File: src/rtl/mem_pkg.sv
// Shared definitions for the data-memory access stage: RV32I funct3 codes,
// FSM states, byte-lane enables and the access-size decode.
package mem_pkg;

    localparam logic [2:0] F3_B  = 3'b000;
    localparam logic [2:0] F3_H  = 3'b001;
    localparam logic [2:0] F3_W  = 3'b010;
    localparam logic [2:0] F3_BU = 3'b100;
    localparam logic [2:0] F3_HU = 3'b101;

    localparam logic [3:0] LANE_B0   = 4'b0001;
    localparam logic [3:0] LANE_H_LO = 4'b0011;
    localparam logic [3:0] LANE_H_HI = 4'b1100;
    localparam logic [3:0] LANE_W    = 4'b1111;

    typedef enum logic [1:0] {
        IDLE,
        RD_WAIT,
        RESP
    } state_t;

    typedef enum logic [1:0] {
        SZ_B,
        SZ_H,
        SZ_W
    } size_t;

    // Any code without a defined meaning for the access direction is a word access.
    function automatic size_t access_size(input logic we, input logic [2:0] funct3);
        size_t sz;
        case (funct3)
            F3_B:    sz = SZ_B;
            F3_H:    sz = SZ_H;
            F3_BU:   sz = we ? SZ_W : SZ_B;
            F3_HU:   sz = we ? SZ_W : SZ_H;
            default: sz = SZ_W;
        endcase
        return sz;
    endfunction

endpackage

File: src/rtl/mem_access_unit_if.sv
// Request / response / data-RAM bundle of the memory access stage.
// master = requester (ALU side), slave = access unit, mem = data RAM.
interface mem_access_unit_if #(
    parameter int ADDR_W = 16
);
    logic              req_valid;
    logic              req_ready;
    logic              req_we;
    logic [2:0]        req_funct3;
    logic [31:0]       req_addr;
    logic [31:0]       req_wdata;

    logic [ADDR_W-1:0] dram_addr;
    logic              dram_re;
    logic [3:0]        dram_we;
    logic [31:0]       dram_wdata;
    logic [31:0]       dram_rdata;

    logic              rsp_valid;
    logic [31:0]       rsp_rdata;
    logic              rsp_misalign;

    modport master (
        output req_valid, req_we, req_funct3, req_addr, req_wdata,
        input  req_ready, rsp_valid, rsp_rdata, rsp_misalign
    );

    modport slave (
        input  req_valid, req_we, req_funct3, req_addr, req_wdata, dram_rdata,
        output req_ready, rsp_valid, rsp_rdata, rsp_misalign,
               dram_addr, dram_re, dram_we, dram_wdata
    );

    modport mem (
        input  dram_addr, dram_re, dram_we, dram_wdata,
        output dram_rdata
    );

endinterface

File: src/rtl/mem_access_unit_load_align.sv
// load_align: pure combinational lane extraction and sign/zero extension of a
// RAM word, selected by the byte offset and the funct3 width code.
module load_align
    import mem_pkg::*;
(
    input  logic [31:0] word,
    input  logic [1:0]  addr_lo,
    input  logic [2:0]  funct3,
    output logic [31:0] data
);

    logic [7:0]  byte_sel;
    logic [15:0] half_sel;

    // NOTE: every variable gets a default at the top of always_comb so no path
    // leaves it unassigned, which would otherwise infer a latch.
    always_comb begin
        byte_sel = word[7:0];
        case (addr_lo)
            2'd1:    byte_sel = word[15:8];
            2'd2:    byte_sel = word[23:16];
            2'd3:    byte_sel = word[31:24];
            default: byte_sel = word[7:0];
        endcase
        half_sel = addr_lo[1] ? word[31:16] : word[15:0];
    end

    always_comb begin
        data = word;
        case (access_size(1'b0, funct3))
            SZ_B:    data = funct3[2] ? {24'b0, byte_sel} : {{24{byte_sel[7]}}, byte_sel};
            SZ_H:    data = funct3[2] ? {16'b0, half_sel} : {{16{half_sel[15]}}, half_sel};
            default: data = word;
        endcase
    end

endmodule

File: src/rtl/mem_access_unit.sv
// Multi-cycle load/store stage driving a 1-cycle-latency single-port data RAM.
// Define MEM_MISALIGN_CHK_EN to trap misaligned halfword/word accesses.
module mem_access_unit
    import mem_pkg::*;
#(
    parameter int ADDR_W = 16
) (
    input  logic              clk,
    input  logic              rst,
    mem_access_unit_if.slave  bus
);

    state_t      state;
    logic [1:0]  addr_lo_q;
    logic [2:0]  funct3_q;
    logic        misalign_q;
    logic        rsp_valid_q;
    logic [31:0] rsp_rdata_q;
    logic [31:0] load_data;

    logic  accept;
    logic  req_trap;
    size_t req_size;

    assign bus.req_ready = (state == IDLE) && !rst;
    assign accept        = bus.req_valid && bus.req_ready;
    assign req_size      = access_size(bus.req_we, bus.req_funct3);

`ifdef MEM_MISALIGN_CHK_EN
    assign req_trap = ((req_size == SZ_H) && bus.req_addr[0]) ||
                      ((req_size == SZ_W) && (bus.req_addr[1:0] != 2'b00));
`else
    assign req_trap = 1'b0;
`endif

    // Address bits above the RAM and the halfword/word low bits are don't-care.
    logic unused_addr_bits;
    assign unused_addr_bits = ^bus.req_addr[31:ADDR_W+2];

    // RAM strobes live only in the accept cycle so a held request can never re-fire.
    always_comb begin
        bus.dram_addr  = '0;
        bus.dram_re    = 1'b0;
        bus.dram_we    = 4'b0000;
        bus.dram_wdata = '0;
        if (accept) begin
            bus.dram_addr = bus.req_addr[ADDR_W+1:2];
            if (!req_trap) begin
                if (bus.req_we) begin
                    case (req_size)
                        SZ_B: begin
                            bus.dram_we    = LANE_B0 << bus.req_addr[1:0];
                            bus.dram_wdata = {4{bus.req_wdata[7:0]}};
                        end
                        SZ_H: begin
                            bus.dram_we    = bus.req_addr[1] ? LANE_H_HI : LANE_H_LO;
                            bus.dram_wdata = {2{bus.req_wdata[15:0]}};
                        end
                        default: begin
                            bus.dram_we    = LANE_W;
                            bus.dram_wdata = bus.req_wdata;
                        end
                    endcase
                end else begin
                    bus.dram_re = 1'b1;
                end
            end
        end
    end

    load_align u_load_align (
        .word    (bus.dram_rdata),
        .addr_lo (addr_lo_q),
        .funct3  (funct3_q),
        .data    (load_data)
    );

    // NOTE: sequential state uses non-blocking assignments only, so every
    // register samples pre-edge values regardless of statement order.
    always_ff @(posedge clk) begin
        if (rst) begin
            state       <= IDLE;
            addr_lo_q   <= 2'b00;
            funct3_q    <= 3'b000;
            misalign_q  <= 1'b0;
            rsp_valid_q <= 1'b0;
            rsp_rdata_q <= '0;
        end else begin
            case (state)
                IDLE: begin
                    if (accept) begin
                        addr_lo_q   <= bus.req_addr[1:0];
                        funct3_q    <= bus.req_funct3;
                        misalign_q  <= req_trap;
                        rsp_rdata_q <= '0;
                        if (!bus.req_we && !req_trap) begin
                            state <= RD_WAIT;
                        end else begin
                            state       <= RESP;
                            rsp_valid_q <= 1'b1;
                        end
                    end
                end
                RD_WAIT: begin
                    rsp_rdata_q <= load_data;
                    rsp_valid_q <= 1'b1;
                    state       <= RESP;
                end
                RESP: begin
                    rsp_valid_q <= 1'b0;
                    state       <= IDLE;
                end
                default: begin
                    rsp_valid_q <= 1'b0;
                    state       <= IDLE;
                end
            endcase
        end
    end

    assign bus.rsp_valid    = rsp_valid_q;
    assign bus.rsp_rdata    = rsp_rdata_q;
    assign bus.rsp_misalign = misalign_q;

endmodule

File: src/flat_wrapper.sv
// flat-port wrapper written by rule: the top's interface ports become plain ports
module mem_access_unit_flat import mem_pkg::*;
#(
    parameter int ADDR_W = 16
)
  (clk, rst, bus_req_valid, bus_req_we, bus_req_funct3, bus_req_addr, bus_req_wdata, bus_dram_rdata, bus_req_ready, bus_rsp_valid, bus_rsp_rdata, bus_rsp_misalign, bus_dram_addr, bus_dram_re, bus_dram_we, bus_dram_wdata);
  mem_access_unit_if #(.ADDR_W(ADDR_W)) bus_i ();
  input  logic clk;
  input  logic rst;
  input wire logic [$bits(bus_i.req_valid)-1:0] bus_req_valid;
  input wire logic [$bits(bus_i.req_we)-1:0] bus_req_we;
  input wire logic [$bits(bus_i.req_funct3)-1:0] bus_req_funct3;
  input wire logic [$bits(bus_i.req_addr)-1:0] bus_req_addr;
  input wire logic [$bits(bus_i.req_wdata)-1:0] bus_req_wdata;
  input wire logic [$bits(bus_i.dram_rdata)-1:0] bus_dram_rdata;
  output wire logic [$bits(bus_i.req_ready)-1:0] bus_req_ready;
  output wire logic [$bits(bus_i.rsp_valid)-1:0] bus_rsp_valid;
  output wire logic [$bits(bus_i.rsp_rdata)-1:0] bus_rsp_rdata;
  output wire logic [$bits(bus_i.rsp_misalign)-1:0] bus_rsp_misalign;
  output wire logic [$bits(bus_i.dram_addr)-1:0] bus_dram_addr;
  output wire logic [$bits(bus_i.dram_re)-1:0] bus_dram_re;
  output wire logic [$bits(bus_i.dram_we)-1:0] bus_dram_we;
  output wire logic [$bits(bus_i.dram_wdata)-1:0] bus_dram_wdata;
  assign bus_i.req_valid = bus_req_valid;
  assign bus_i.req_we = bus_req_we;
  assign bus_i.req_funct3 = bus_req_funct3;
  assign bus_i.req_addr = bus_req_addr;
  assign bus_i.req_wdata = bus_req_wdata;
  assign bus_i.dram_rdata = bus_dram_rdata;
  assign bus_req_ready = bus_i.req_ready;
  assign bus_rsp_valid = bus_i.rsp_valid;
  assign bus_rsp_rdata = bus_i.rsp_rdata;
  assign bus_rsp_misalign = bus_i.rsp_misalign;
  assign bus_dram_addr = bus_i.dram_addr;
  assign bus_dram_re = bus_i.dram_re;
  assign bus_dram_we = bus_i.dram_we;
  assign bus_dram_wdata = bus_i.dram_wdata;
  mem_access_unit #(.ADDR_W(ADDR_W)) u_core (.clk(clk), .rst(rst), .bus(bus_i));
endmodule
File: config.mk
export PLATFORM = sky130hd
export DESIGN_NAME = mem_access_unit_flat
export DESIGN_NICKNAME = d
export VERILOG_FILES = /design/src/rtl/mem_pkg.sv /design/src/rtl/mem_access_unit_if.sv /design/src/rtl/mem_access_unit_load_align.sv /design/src/rtl/mem_access_unit.sv /design/src/flat_wrapper.sv
export SDC_FILE = /design/constraint.sdc
export NUM_CORES = 1
export LEC_CHECK = 0
export CORE_UTILIZATION = 40
export CTS_BUF_LIST = sky130_fd_sc_hd__clkbuf_8
export CTS_CLUSTER_SIZE = 25
export DETAILED_ROUTE_END_ITERATION = 10
export DONT_BUFFER_PORTS = 1
export SYNTH_ARGS = -nofsm -noshare
export SYNTH_HDL_FRONTEND = slang
export SYNTH_SLANG_ARGS = --single-unit
File: constraint.sdc
create_clock -name clk -period 4.2 [get_ports clk]
set_input_delay 0.84 -clock clk [delete_from_list [all_inputs] [get_ports clk]]
set_output_delay 0.84 -clock clk [all_outputs]
set_load 0.05 [all_outputs]
==> metrics.yaml <==
status:
  status: "finished, final reports clean"
setup_path:
  reg2regPathDepth: 4
  timing.rr.start: "u_core.funct3_q[1]$_SDFFE_PP0P_"
  path_class: "in2out"
  cp_slowest_cell: "and2_1"
  slowest_delay_ps: 470
  path_cells: "nor3_4, buf_4, and2_1, nand2_4, a211oi_2, buf_4"
  critPathArrivalTime_ps: 2470
  crit_fanout: 28
  endpoint_kind: "output port"
  r2r_setup_slack_ps: 2100
  cp_common_cell: "buf_4"
  timing.rr.end: "u_core.bus.rsp_rdata[5]$_SDFFE_PP0P_"
  cp.required_ps: 3360
  start_kind: "input pin"
grt:
  antenna_found_initial: 0
  overflow: 0
  grt_pass1_vias: 2247
  track_usage_pct: 21.3
  grt_pass1_wl_mm: 10.8
  grt_max_degree: 32
power_and_ir_drop:
  swShare_pct: 34.3
  leakage_nw: 1.26
  ir_drop_mv: 0.217
  power.density_nw_per_um2: 335
  clockPowerShare_pct: 31.9
  internal-power_mw: 0.634
  power_frac_comb_pct: 22.3
  p_sw_mw: 0.332
  p_seq_share_pct: 45.8
floorplan:
  num_rows: 28
  ios: 191
  die_area_um2: 6640
  die_h_um: 81.5
  initial_core_util_pct: 42.2
  fp.dieW_um: 81.5
  fp.coreArea_um2: 5990
cts:
  ctsHtreeMaxLevel: 2
  post-cts-setup-buffers: 0
  cts_root_buffer: "clkbuf_8"
  clkSinkCount: 40
  clock_latency_ps: 290
  path_clk_slew_ps: 70
  cts_resized: 0
  ctsHoldBuffers: 0
  cts_buffers: 5
  cts.path.max_buffers: 2
  cts_tree: "done"
drt:
  vias: 2500
  detail_route.wl_per_cell_um: 17.5
  viasPerCell: 5.73
  first_iter_violations: 65
  dr.pass1.iters: 4
  antenna_left: 0
  drcViolationCount: 0
  wirelength_mm: 7.62
run:
  maxCapViolCount: 0
timing:
  rsz0062_at_grt: "no"
  tightestPinTransition_ps: 1190
  postLayoutSetupSlackWorst_ps: 895
  setup_viol: 0
  fmax_mhz: 303
  clock_skew_ps: 5.73
  fin_setup_tns_ps: 0
  hold_violations: 0
  min_period_over_period_pct: 78.7
  finalCriticalPeriod_ps: 3310
  slew_violations: 0
  slew_headroom_pct: 20.2
placement:
  routabilityCongestion: 0.822
  dp_hpwl_mm: 5.63
  placed_cell_area_um2: 2780
  port_buffers: 0
  dp_slack_ps: 916
final_layout:
  nFillCells: 597
  post_route_cells_drive_above_1_share_pct: 18.3
  syn2layout_area_growth_pct: 14.2
  multiInputGateArea_um2: 1600
  finalInstanceArea_um2: 2880
  layout_commonest_cell: "nand2_1"
  layout_common_cells: "nand2_1, a21oi_1, dfxtp_1"
  nets: 463
  num_antenna_cells: 0
  ff_latch_area_um2: 801
hold_path:
  hold_depth: 2
  worstHoldStart: "u_core.funct3_q[2]$_SDFFE_PP0P_"
  hold-path-endpoint: "u_core.funct3_q[2]$_SDFFE_PP0P_"
  hold_class: "reg2reg"
yosys:
  netlist_instances: 347
  netlist_area_um2: 2530
  synth_seq_cells: 40
  yosys_warnings: 0
  syn_avg_cell_area_um2: 7.28
  syn-num-nets: 450
  async_flop_share_pct: 0
  ys.flop_type: "dfxtp_1"
  synth-edff-count: 0
  ys_seq_area_share_pct: 31.7
  synth_cell_types: 37
==> power by group through the flow <==
stage	Sequential (mW)	Clock, mW	Combinational [mW]
6_report	0.442	0.308	0.216
5_1_grt	0.445	0.324	0.234
4_1_cts	0.443	0.314	0.216
3_5_place_dp	0.452	0	0.216
3_3_place_gp	0.451	0	0.213
2_1_floorplan	0.442	0	0.189
==> logic make-up after synthesis <==
group | Yosys count | synth area share (%)
simple gates | 127 | 22.9
compound gates | 118 | 27.2
flops | 40 | 31.7
buf+inv | 35 | 6.79
mux | 26 | 11.2
other cells | 1 | 0.148
==> metal layers <==
layer	vias up	GRT usage [%]	routed length [um]
li1	1233	-	-
met1	1127	23.8	3050
met2	127	40.1	3870
met3	13	3.22	538
met4	0	8.39	161
met5	-	0	0
==> state kept, by name, indices dropped and copies added, names as in the netlist <==
register	count
u_core.funct3_q	3
u_core.state	2
u_core.addr_lo_q	2
u_core.bus.rsp_valid	1
u_core.bus.rsp_rdata	32
==> synthesized netlist by cell type, types with 2 or more instances <==
master    count  area share [%]
nor3_1        2            0.40
nand2b_1      3            0.74
buf_6         2            0.89
a21boi_1      6             1.8
mux2_2        8             3.6
nand2_1      75              11
nor2_1       16             2.4
o21ai_1       8             1.6
dfxtp_1      40              32
mux2i_1      17             6.7
a21oi_1      46             9.1
a22o_1        7             2.4
clkbuf_1     10             1.5
a21o_1        2            0.59
buf_4         3            0.89
inv_1         7             1.0
buf_2        11             2.2
and3_1       24             5.9
o21ai_0      33             6.5
buf_1         2            0.30
a211oi_1      9             2.7
==> worst max-delay path: cells and delay by family <==
| kind | cells | cell delay (ps) |
|---|---|---|
| and+or+nand+nor | 3 | 850 |
| AOI/OAI and AO/OA | 1 | 240 |
| buffers and inverters | 2 | 520 |
==> area by class of cell <==
| type | instances | area share [%] |
|---|---|---|
| tap | 75 | 3.25 |
| clock inverter | 3 | 1.34 |
| timing repair buffer | 34 | 8.85 |
| multi-input combinational | 272 | 55.5 |
| clock buffer | 5 | 2.39 |
| sequential | 40 | 27.8 |
| inverter | 7 | 0.911 |
==> worst max-delay path by stage <==
stage / slack, ps / startpoint / to / cells after the start
2_1_floorplan: 760 / rst / bus_dram_wdata[24] / 5
3_3_place_gp: 930 / rst / bus_dram_wdata[10] / 6
3_5_place_dp: 920 / rst / bus_dram_wdata[31] / 6
4_1_cts: 910 / rst / bus_dram_wdata[25] / 6
5_1_grt: 750 / rst / bus_dram_wdata[9] / 6
6_report: 890 / rst / bus_dram_wdata[31] / 6
==> per-stage QoR <==
stage	power, mW	hold slack, ps	std cells	util (%)
4_1_cts	0.973	519	436	48.1
3_3_place_gp	0.665	502	428	46.3
6_report	0.966	512	436	48.1
5_1_grt	1.00	549	436	48.1
2_1_floorplan	0.631	470	347	-
3_5_place_dp	0.667	508	428	46.3
Note: power is estimated with default switching activity, not from simulation.
